File: src/rtl/ap_ctrl_txn_recorder.sv
// Records one {txn_id, start_ts, latency} entry per completed ap_ctrl transaction
// into a small FIFO drained over a valid/ready stream.
module ap_ctrl_txn_recorder #(
  parameter int TS_W  = 32,
  parameter int ID_W  = 16,
  parameter int DEPTH = 8
) (
  input  logic                   ap_clk,
  input  logic                   ap_rst_n,
  input  logic                   clr,
  input  logic                   en,
  input  logic                   mon_ap_start,
  input  logic                   mon_ap_ready,
  input  logic                   mon_ap_done,
  input  logic                   mon_ap_continue,
  output logic                   rec_valid,
  input  logic                   rec_ready,
  output logic [ID_W+2*TS_W-1:0] rec_data,
  output logic                   busy,
  output logic [ID_W-1:0]        txn_cnt,
  output logic [15:0]            drop_cnt
);

  localparam int AW = $clog2(DEPTH);
  localparam int RW = ID_W + 2 * TS_W;

  typedef enum logic [0:0] {IDLE = 1'b0, RUNNING = 1'b1} state_t;

  state_t          state_r, state_nxt_s;
  logic [TS_W-1:0] ts_r, start_ts_r;
  logic [ID_W-1:0] cur_id_r, txn_cnt_r;
  logic [15:0]     drop_cnt_r;
  logic            busy_r, rec_valid_r;
  logic [RW-1:0]   rec_data_r;
  logic [RW-1:0]   mem_r [DEPTH];
  logic [AW:0]     wr_ptr_r, rd_ptr_r;

  logic            close_s, capture_s, push_s;
  logic [RW-1:0]   push_rec_s, head_nxt_s;
  logic            pop_s, full_s, wr_en_s, drop_s, empty_nxt_s;
  logic [AW:0]     wr_ptr_nxt_s, rd_ptr_nxt_s;
  logic            ready_unused_s;

  // ap_ready is tapped for completeness only
  assign ready_unused_s = mon_ap_ready;

  // Transaction FSM: open/close decisions and the record to push
  always_comb begin
    state_nxt_s = state_r;
    capture_s   = 1'b0;
    push_s      = 1'b0;
    push_rec_s  = {RW{1'b0}};
    close_s     = mon_ap_done && mon_ap_continue;
    case (state_r)
      IDLE: begin
        if (en && mon_ap_start) begin
          capture_s = 1'b1;
          if (close_s) begin
            push_s      = 1'b1;
            push_rec_s  = {txn_cnt_r, ts_r, {TS_W{1'b0}}};
            state_nxt_s = IDLE;
          end else begin
            state_nxt_s = RUNNING;
          end
        end else begin
          state_nxt_s = IDLE;
        end
      end
      RUNNING: begin
        if (close_s) begin
          push_s      = 1'b1;
          push_rec_s  = {cur_id_r, start_ts_r, ts_r - start_ts_r};
          state_nxt_s = IDLE;
        end else begin
          state_nxt_s = RUNNING;
        end
      end
      default: begin
        state_nxt_s = IDLE;
      end
    endcase
  end

  // FIFO control; the head register is loaded from the post-update read pointer
  always_comb begin
    pop_s        = rec_valid_r && rec_ready;
    full_s       = (wr_ptr_r[AW] != rd_ptr_r[AW]) && (wr_ptr_r[AW-1:0] == rd_ptr_r[AW-1:0]);
    wr_en_s      = push_s && (!full_s || pop_s);
    drop_s       = push_s && full_s && !pop_s;
    wr_ptr_nxt_s = wr_ptr_r + (AW+1)'(wr_en_s);
    rd_ptr_nxt_s = rd_ptr_r + (AW+1)'(pop_s);
    empty_nxt_s  = (wr_ptr_nxt_s == rd_ptr_nxt_s);
    if (empty_nxt_s) begin
      head_nxt_s = rec_data_r;
    end else if (wr_en_s && (rd_ptr_nxt_s[AW-1:0] == wr_ptr_r[AW-1:0])) begin
      head_nxt_s = push_rec_s;
    end else begin
      head_nxt_s = mem_r[rd_ptr_nxt_s[AW-1:0]];
    end
  end

  // Timestamp, FSM state and per-transaction capture
  always_ff @(posedge ap_clk or negedge ap_rst_n) begin
    if (!ap_rst_n) begin
      ts_r       <= {TS_W{1'b0}};
      state_r    <= IDLE;
      busy_r     <= 1'b0;
      start_ts_r <= {TS_W{1'b0}};
      cur_id_r   <= {ID_W{1'b0}};
    end else if (clr) begin
      ts_r       <= {TS_W{1'b0}};
      state_r    <= IDLE;
      busy_r     <= 1'b0;
      start_ts_r <= {TS_W{1'b0}};
      cur_id_r   <= {ID_W{1'b0}};
    end else begin
      ts_r    <= ts_r + TS_W'(1);
      state_r <= state_nxt_s;
      busy_r  <= (state_nxt_s == RUNNING);
      if (capture_s) begin
        start_ts_r <= ts_r;
        cur_id_r   <= txn_cnt_r;
      end
    end
  end

  // Completion and drop counters; drops saturate
  always_ff @(posedge ap_clk or negedge ap_rst_n) begin
    if (!ap_rst_n) begin
      txn_cnt_r  <= {ID_W{1'b0}};
      drop_cnt_r <= 16'h0000;
    end else if (clr) begin
      txn_cnt_r  <= {ID_W{1'b0}};
      drop_cnt_r <= 16'h0000;
    end else begin
      if (push_s) begin
        txn_cnt_r <= txn_cnt_r + ID_W'(1);
      end
      if (drop_s && (drop_cnt_r != 16'hFFFF)) begin
        drop_cnt_r <= drop_cnt_r + 16'h0001;
      end
    end
  end

  // FIFO pointers and registered head
  always_ff @(posedge ap_clk or negedge ap_rst_n) begin
    if (!ap_rst_n) begin
      wr_ptr_r    <= {(AW+1){1'b0}};
      rd_ptr_r    <= {(AW+1){1'b0}};
      rec_valid_r <= 1'b0;
      rec_data_r  <= {RW{1'b0}};
    end else if (clr) begin
      wr_ptr_r    <= {(AW+1){1'b0}};
      rd_ptr_r    <= {(AW+1){1'b0}};
      rec_valid_r <= 1'b0;
      rec_data_r  <= {RW{1'b0}};
    end else begin
      wr_ptr_r    <= wr_ptr_nxt_s;
      rd_ptr_r    <= rd_ptr_nxt_s;
      rec_valid_r <= !empty_nxt_s;
      rec_data_r  <= head_nxt_s;
    end
  end

  // Record storage; contents are only read behind valid pointers
  always_ff @(posedge ap_clk) begin
    if (wr_en_s) begin
      mem_r[wr_ptr_r[AW-1:0]] <= push_rec_s;
    end
  end

  assign rec_valid = rec_valid_r;
  assign rec_data  = rec_data_r;
  assign busy      = busy_r;
  assign txn_cnt   = txn_cnt_r;
  assign drop_cnt  = drop_cnt_r;

endmodule

File: config.mk
export PLATFORM = sky130hd
export DESIGN_NAME = ap_ctrl_txn_recorder
export DESIGN_NICKNAME = d
export VERILOG_FILES = /design/src/rtl/ap_ctrl_txn_recorder.sv
export SDC_FILE = /design/constraint.sdc
export NUM_CORES = 1
export LEC_CHECK = 0
export CORE_UTILIZATION = 38
export DETAILED_ROUTE_END_ITERATION = 10
export SLEW_MARGIN = 0
export SYNTH_ARGS = -nofsm -noshare
export SYNTH_HDL_FRONTEND = slang
export SYNTH_SLANG_ARGS = --single-unit
File: constraint.sdc
create_clock -name ap_clk -period 12.59 [get_ports ap_clk]
set_clock_uncertainty 0.05 [all_clocks]
set_input_delay 1.8885 -clock ap_clk [delete_from_list [all_inputs] [get_ports ap_clk]]
set_output_delay 1.8885 -clock ap_clk [all_outputs]
set_load 0.02 [all_outputs]
==> results.ini, run 1 <==
[route]
drtAntennaViolNets=0
drt-pass1-iter-count=5
drt_iter0_drc=1702
num_vias=21217
drc=0
wire_per_inst_um=22.3
vias_per_cell=5.43
routed_wl_um=87200

[cts]
cts-resized-gates=0
clkTransAtPathRegs_ns=0.07
root_buffer=clkbuf_16
cts-buffers-inserted=82
clk_latency_ns=0.62
postCtsHoldBufs=0
clock-sinks=842
cts_tree=done
cts_max_path_buffers=3
post_cts_buffers=0
htree_levels=3

[global_routing]
grt_pass1_vias=21749
grt-ovfl-total=0
gr-usage-all-layers=0.185
antenna_found_initial=0
grt_pass1_wl_um=133000
use_met2=0.308
met1_usage=0.252
grt_max_degree=95
use_met3=0.0249
busiest_layer=met2

[synthesis]
synth.avg_cell_area_um2=14.3
synth_compound_area_frac=0.0650
ys_types=64
synthAdderAreaFrac=0.0142
synthesis.area_mm2=0.0357
yosys-top-cells-area=edfxtp_1 (54%), dfrtp_1 (14%), mux4_2 (10%)
synth_top_family_by_area=multiplexers
synthSimpleGateAreaFrac=0.0933
synth_top_area_share=0.539
async_reset_ff_frac=0.240
synth-seq-cells=842
synth_xor_xnor_area_share=0.0246
synthTopCellsByCount=edfxtp_1 (640), nand2_1 (464), a21oi_1 (205), dfrtp_1 (202), nor2_1 (180)
ys_warn_count=0
synth_fp_nets=2545
synth_edf_count=640
synth_top_area_cell=edfxtp_1
seq_area_frac_synth=0.681
synth_ff_type=edfxtp_1
synth_most_common_cell=edfxtp_1
synth_cells=2496
synth_mux_area_frac=0.102

[min_path]
holdCritStartpoint=rec_data[69]
min_path_type=flip-flop to flip-flop
min_to=rec_data[69]
min_path_cells=2

[worst_setup_path]
cp-start-kind=input pin
cp_max_fo=77
endpoint_kind=flip-flop
r2r_setup_slack_ns=7.64
r2r_end=rec_data[45]
required_ns=13.01
crit_arrival_ns=6.56
r2r-start=wr_ptr_r[2]
path_class=input pin to flip-flop
worst-r2r-cell-count=14

[finish]
insertedDiodeCount=0
area_delta_synth_final_pct=15.2
n_fill_cell=8096
final_util=0.445
layout-drive-gt1-share=0.130
final_net_count=2645

[place]
io_buffers=121
hpwl_um=48900
gp_congestion=0.873
preCtsSetupSlack_ns=5.76

[timing]
worst_slew_pin_slew_ns=1.24
hold_viol_final=0
grt_setup_unrepaired=false
fin_ws_ns=6.45
setup_violations=0
slew_headroom=0.171
post-route-period-util=0.488
tns_ns=0
final-max-slew-violation-count=0
clock.fmax_mhz=163
fin_crit_ns=6.14

[die]
row_count=111
core_area_mm2=0.0924
start_util=0.386
fp.dieH_um=308
ios=123
die_area_mm2=0.0951
dieWidth_um=308

[flow_run]
drv_cap=0

[power_and_ir_drop]
irDropWorstVdd_uv=103
power-per-cell-area_mw_per_mm2=150
p_leak_nw=14.7

[outcome]
status=finished clean

[state kept, by name, indices dropped and copies added (netlist names)]
register    count
busy            1
cur_id_r       16
drop_cnt       16
mem_r         640
rd_ptr_r        4
rec_data       80
rec_valid       1
start_ts_r     32
ts_r           32
txn_cnt        16
wr_ptr_r        4
[cells in the final DEF (no fill, tap or decap), drive strengths merged, types with 46 or more instances in the layout]
cell	n
edfxtp	640
mux4	160
nor2	180
xor2	70
a21oi	205
nand2	464
clkdlybuf4s50	119
dfrtp	202
a22o	49
inv	46
clkbuf	116
[worst max path at each step]
| stage | start | slack (ns) | end | cells past startpoint |
|---|---|---|---|---|
| 2_1_floorplan | rec_ready | 1.12 | mem_r[4][0] | 4 |
| 3_3_place_gp | en | 5.90 | rec_data[51] | 14 |
| 3_5_place_dp | en | 5.76 | rec_data[51] | 14 |
| 4_1_cts | en | 6.44 | rec_data[51] | 14 |
| 5_1_grt | en | 6.16 | rec_data[51] | 14 |
| 6_report | en | 6.45 | rec_data[45] | 14 |
[routing by layer]
layer  vias up  wire length (µm)
met4         0              1790
met5         -                 0
met2       577             42900
li1       9460                 -
met3       123              4380
met1     11057             38100
[logic make-up (layout without fill, tap and decap cells)]
logic type,after synthesis,in the layout
AO/OA/AOI/OAI,372,372
XOR/XNOR,100,100
flip-flops,842,842
multiplexers,163,163
adder cells (fa/ha/maj),40,40
buffers and inverters,188,356
AND/OR/NAND/NOR,791,791
[critical path, stage by stage]
cell	delay, ns
clkdlybuf4s50_1	0.43
a21oi_1	0.60
a211o_1	0.39
inv_1	0.11
ha_1	0.22
ha_1	0.20
xnor2_1	0.27
xnor2_1	0.18
nor4_4	0.30
buf_4	0.58
buf_4	0.87
a21oi_1	0.20
a21oi_1	0.18
nor2_1	0.05
[through the flow]
stage	hold WS, ns	instances	cell area, µm²	total power [mW]
6_report	0.462	3907	41100	6.15
5_1_grt	0.487	3907	41100	6.36
3_3_place_gp	0.446	3755	38300	3.74
2_1_floorplan	0.425	2496	35700	3.50
4_1_cts	0.460	3907	41100	6.21
3_5_place_dp	0.446	3755	38300	3.74
[where the power goes]
part | leakage [nW] | switching (mW) | internal (mW)
Clock | 1.32 | 1.02 | 1.46
Combinational | 4.45 | 0.369 | 0.251
Sequential | 8.95 | 0.0417 | 3.01
[final cells by class]
type                            instances  area (µm²)  area share
Inverter                               43         161     0.00393
Multi-Input combinational cell       1466       10800       0.263
Sequential cell                       842       24300       0.591
Tap cell                             1243        1560      0.0379
Timing Repair Buffer                  161        1530      0.0373
Clock inverter                         36         338     0.00823
Clock buffer                          116        2400      0.0585
No activity file was read; power rests on OpenSTA's default activity.
==> run 2: changes to the inputs <==
==> constraint.sdc (replaced) <==
create_clock -name ap_clk -period 5.1 [get_ports ap_clk]
set_clock_uncertainty 0.05 [all_clocks]
set_input_delay 0.765 -clock ap_clk [delete_from_list [all_inputs] [get_ports ap_clk]]
set_output_delay 0.765 -clock ap_clk [all_outputs]
set_load 0.02 [all_outputs]
==> run 2 against run 1 <==
Net effect: die area unchanged; clock power up 140%; critical path depth down 2; sequential power up 150%; largest cell class unchanged; via count up 0.44%; wire length up 0.82%; utilization up 0.25 points; first-iteration DRC count up 9.7%; clock-buffer cell count up 1; cell count up 0.15%; sequential share of layout area down 0.33 points; highest routed layer unchanged.
==> results.ini, run 2 (synthesis results as in run 1) <==
[route]
drc=0  ; unchanged
num_vias=21311  ; +0.44%
drt-pass1-iter-count=5  ; unchanged
routed_wl_um=87900  ; +0.82%
drt_iter0_drc=1867  ; +9.7%
wire_per_inst_um=22.5  ; +0.66%
vias_per_cell=5.45  ; +0.29%
drtAntennaViolNets=0  ; unchanged

[finish]
area_delta_synth_final_pct=15.8
layout-drive-gt1-share=0.133  ; +0.00345
multi_input_area_mm2=0.0109  ; +0.48%
final_net_count=2651  ; +0.23%
largest_reg_flops=640  ; unchanged
layout_commonest_cell=edfxtp_1
final_cell_mix=edfxtp_1 (640), nand2_1 (464), a21oi_1 (205)
n_fill_cell=8106  ; +0.12%
insertedDiodeCount=0  ; unchanged
ff_latch_area_mm2=0.0243  ; unchanged

[timing]
clock.fmax_mhz=231
hold_ws_ns=0.0529  ; -0.409 ns
setup_violations=0  ; unchanged
tns_ns=0  ; unchanged
hold_viol_final=0  ; unchanged
worst_slew_pin_slew_ns=1.37  ; +0.139 ns
final-max-slew-violation-count=0  ; unchanged
fin_ws_ns=0.776  ; -5.67 ns
grt_setup_unrepaired=false
post-route-period-util=0.848
fin_crit_ns=4.32
slew_headroom=0.0781  ; -0.0931

[worst_setup_path]
worstPathCellList=xor2_1 -> nor3_1 -> a211o_1 -> inv_1 -> ha_1 -> ha_1 -> xnor2_1 -> xnor2_1 -> nor4_4 -> nor2_1 -> nand3_1 -> o31ai_1
slowest_stage=dfrtp_1
cp-endpoint=rec_data[29]
r2r_end=rec_data[29]
required_ns=5.57  ; -7.44 ns
cp_max_fo=11  ; -86%
endpoint_kind=flip-flop
worst-r2r-cell-count=12  ; -2
critPathMaxStageDelay_ns=0.73  ; -0.14 ns
r2r-start=wr_ptr_r[2]
crit_arrival_ns=4.80  ; -1.76 ns
startpoint=wr_ptr_r[2]
cp-start-kind=flip-flop
path_class=flip-flop to flip-flop
r2r_setup_slack_ns=0.78  ; -6.86 ns

[cts]
clk_latency_ns=0.64  ; +0.02 ns
cts-buffers-inserted=81  ; -1.2%
cts_tree=done
postCtsHoldBufs=0  ; unchanged
clock-sinks=842  ; unchanged
cts_max_path_buffers=3  ; unchanged
post_cts_buffers=0  ; unchanged
htree_levels=3  ; unchanged
clkTransAtPathRegs_ns=0.06  ; about the same
cts-resized-gates=0  ; unchanged
root_buffer=clkbuf_16

[place]
gp_congestion=0.822  ; -5.8%
preCtsSetupSlack_ns=0.180  ; -5.58 ns
io_buffers=121  ; unchanged
hpwl_um=50200  ; +2.8%

[power_and_ir_drop]
p_leak_nw=14.8  ; +0.38%
design_power_total_mw=15.2  ; +150%
power_frac_clock=0.400  ; -0.003
irDropWorstVdd_uv=220  ; +110%
switchingPower_mw=3.55  ; +150%
p_seq_frac=0.498  ; about the same
power_frac_comb=0.103  ; +0.002
power-per-cell-area_mw_per_mm2=367  ; +150%
power_report.internal_total_mw=11.6  ; +150%
switching_share=0.234  ; +0.00111

[die]
core_area_mm2=0.0924  ; unchanged
die_area_mm2=0.0951  ; unchanged
dieWidth_um=308  ; unchanged
row_count=111  ; unchanged
fp.dieH_um=308  ; unchanged
ios=123  ; unchanged
start_util=0.386  ; unchanged

[flow_run]
drv_cap=0  ; unchanged

[outcome]
status=finished clean

[global_routing]
grt_pass1_vias=21884  ; +0.62%
grt_pass1_wl_um=133000  ; +0.36%
gr-usage-all-layers=0.187  ; +0.00183
grt-ovfl-total=0  ; unchanged
grt_max_degree=103  ; +8.4%
antenna_found_initial=0  ; unchanged

[min_path]
min_path_type=input pin to asynchronous set/reset pin

run 2: how the worst min path moves through the flow:
stage	slack, ns	start	end
5_1_grt	0.09	ap_rst_n	rec_data[60]
4_1_cts	0.07	ap_rst_n	rec_data[60]
3_5_place_dp	0.45	rec_data[53]	rec_data[53]
6_report	0.05	ap_rst_n	rec_data[60]
2_1_floorplan	0.42	ap_rst_n	busy
3_3_place_gp	0.45	rec_data[44]	rec_data[44]
run 2: worst max-delay path, delay by kind of cell (launching register included):
family / cells / cell delay (ns)
simple gates: 4 / 1.79
buf+inv: 1 / 0.06
flops: 1 / 0.73
xor+xnor: 3 / 0.63
compound gates: 2 / 0.57
fa+ha+maj: 2 / 0.39
run 2: cell type report:
type / count / share of cell area
flip-flops and latches: 842 / 0.588
multi-input cells: 1466 / 0.263
repair buffers: 168 / 0.0423
well taps: 1243 / 0.0377
clock buffers: 117 / 0.0574
clock inverters: 34 / 0.00803
inverters: 43 / 0.00391
run 2: routing by layer:
metal	routed length [µm]	GRT usage	up-vias
met4	1870	0.0552	0
met2	43700	0.317	681
met1	37400	0.249	11019
li1	-	-	9486
met3	4920	0.0265	125
met5	0	0	-
run 2: power groups by stage:
stage / logic [mW] / clock network (mW) / registers, mW
floorplan: 0.856 / 0 / 7.77
global placement: 1.56 / 0 / 7.69
detailed placement: 1.57 / 0 / 7.69
CTS: 1.58 / 6.19 / 7.55
global route: 1.68 / 6.43 / 7.56
finish: 1.56 / 6.06 / 7.55
run 2: metrics by stage:
step | utilization | area (µm²) | cells
after floorplan | - | 35700 | 2496
after global placement | 0.418 | 38600 | 3762
after detailed placement | 0.418 | 38600 | 3762
after CTS | 0.447 | 41300 | 3913
after global routing | 0.447 | 41300 | 3913
final | 0.447 | 41300 | 3913
==> run 3: changes to the inputs <==
==> constraint.sdc (replaced) <==
create_clock -name ap_clk -period 3.8 [get_ports ap_clk]
set_clock_uncertainty 0.05 [all_clocks]
set_input_delay 0.57 -clock ap_clk [delete_from_list [all_inputs] [get_ports ap_clk]]
set_output_delay 0.57 -clock ap_clk [all_outputs]
set_load 0.02 [all_outputs]
==> run 3 against run 2 <==
Net effect: utilization grew 0.65 points; cell area grew 1.5%; cell count grew 1.4%; critical endpoint is now mem_r[7][28]; largest power group unchanged.
==> results.ini, run 3 (synthesis results as in run 1) <==
[place]
preCtsSetupSlack_ns=-0.0832  ; -0.263 ns
hpwl_um=51900  ; +3.3%
io_buffers=121  ; unchanged
dp_cells=3804  ; +1.1%
gp_congestion=0.899  ; +9.4%

[timing]
hold_viol_final=0  ; unchanged
fin_crit_ns=3.49  ; -0.830 ns
clock.fmax_mhz=286  ; +24%
grt_setup_unrepaired=false
fin_ws_ns=0.306  ; -0.470 ns
post-route-period-util=0.919  ; +0.0715
tns_ns=0  ; unchanged
setup_violations=0  ; unchanged
slew_headroom=0.0929  ; +0.0149
worst_slew_pin_slew_ns=1.35  ; -0.0282 ns
final-max-slew-violation-count=0  ; unchanged

[global_routing]
antenna_found_initial=1  ; +1
grt-ovfl-total=0  ; unchanged
grt_max_degree=93  ; -9.7%
grt_pass1_wl_um=137000  ; +2.7%
grt_pass1_vias=21995  ; +0.51%
gr-usage-all-layers=0.192  ; +0.00536

[worst_setup_path]
path_class=flip-flop to flip-flop
cp-start-kind=flip-flop
required_ns=4.14  ; -1.43 ns
endpoint_kind=flip-flop
crit_arrival_ns=3.83  ; -0.97 ns
cp_max_fo=9  ; -2

[cts]
postCtsHoldBufs=1  ; +1
clk_latency_ns=0.65  ; about the same
cts_max_path_buffers=3  ; unchanged
cts-resized-gates=0  ; unchanged
htree_levels=3  ; unchanged
cts-buffers-inserted=86  ; +6.2%
cts_tree=done
clkTransAtPathRegs_ns=0.06  ; about the same
clock-sinks=842  ; unchanged
root_buffer=clkbuf_16
post_cts_buffers=0  ; unchanged

[power_and_ir_drop]
irDropWorstVdd_uv=293  ; +33%
p_leak_nw=15.1  ; +2.1%
design_power_total_mw=20.4  ; +35%
power-per-cell-area_mw_per_mm2=487  ; +33%

[die]
row_count=111  ; unchanged
dieWidth_um=308  ; unchanged
ios=123  ; unchanged
die_area_mm2=0.0951  ; unchanged
fp.dieH_um=308  ; unchanged
core_area_mm2=0.0924  ; unchanged
start_util=0.386  ; unchanged

[finish]
largest_reg_flops=640  ; unchanged
instances_no_fill=3967  ; +1.4%
insertedDiodeCount=0  ; unchanged
layout_commonest_cell=edfxtp_1
layout-drive-gt1-share=0.148  ; +0.0142
area_delta_synth_final_pct=17.5
final_net_count=2699  ; +1.8%
final_cell_mix=edfxtp_1 (640), nand2_1 (463), a21oi_1 (205)

[route]
vias_per_cell=5.43  ; -0.25%
drt-pass1-iter-count=5  ; unchanged
drt_iter0_drc=1907  ; +2.1%
drtAntennaViolNets=0  ; unchanged
drc=0  ; unchanged
num_vias=21551  ; +1.1%
routed_wl_um=90000  ; +2.3%
wire_per_inst_um=22.7  ; +0.95%

[outcome]
status=finished clean

[flow_run]
drv_cap=0  ; unchanged

[min_path]
min_path_type=input pin to flip-flop

## run 3: changes by cell type in the layout (fill, tap and decap cells not counted), sizes merged
cell,before,now
inv,45,48
clkinv,21,31
buf,49,91
dlygate4sd3,0,1
bufinv,6,3
clkbuf,117,118
## run 3: final timing paths
kind	to	slack, ns	start	cells after the start
worst max-delay path	mem_r[7][28]	0.31	ts_r[22]	10
worst min-delay path	txn_cnt[11]	0.34	clr	2
worst min register to register	rec_data[37]	0.46	rec_data[37]	2
max in group asynchronous	drop_cnt[8]	2.37	ap_rst_n	3
min in group asynchronous	rec_data[59]	0.45	ap_rst_n	2
worst max register to register	mem_r[7][28]	0.31	ts_r[22]	10
## run 3: worst max-delay path: stages (launching register included)
cell	delay (ns)
dfrtp_1	0.46
ha_1	0.50
nand2_1	0.11
o21ai_0	0.34
a41oi_1	0.14
or4_1	0.50
o221a_2	0.30
o21ai_1	0.19
xnor2_1	0.09
buf_4	0.16
nor2_1	0.38
## run 3: layout make-up
class	count	area, µm²
clock inverter	44	355
sequential	842	24300
tap	1243	1560
inverter	43	161
timing repair buffer	211	2360
clock buffer	118	2320
fill	8042	50500
multi-input combinational	1466	10900
## run 3: report_power, final
part	switching, mW	leakage (nW)	internal, mW
clock network	3.52	1.30	4.52
registers	0.140	8.95	9.99
logic	1.26	4.83	0.978
total	4.92	15.1	15.5
## run 3: routing by layer
metal / share of wire / vias to the layer above / global-route usage
li1: - / 9577 / -
met1: 0.43 / 11116 / 0.261
met2: 0.49 / 715 / 0.318
met3: 0.056 / 143 / 0.0249
met4: 0.028 / 0 / 0.0658
met5: 0 / - / 0
## run 3: through the flow
stage	util	hold WS (ns)	cell area, µm²
after detailed placement	0.424	0.456	39200
after floorplan	-	0.224	35800
after CTS	0.454	0.319	41900
after global routing	0.454	0.365	41900
final	0.454	0.337	41900
after global placement	0.424	0.447	39200
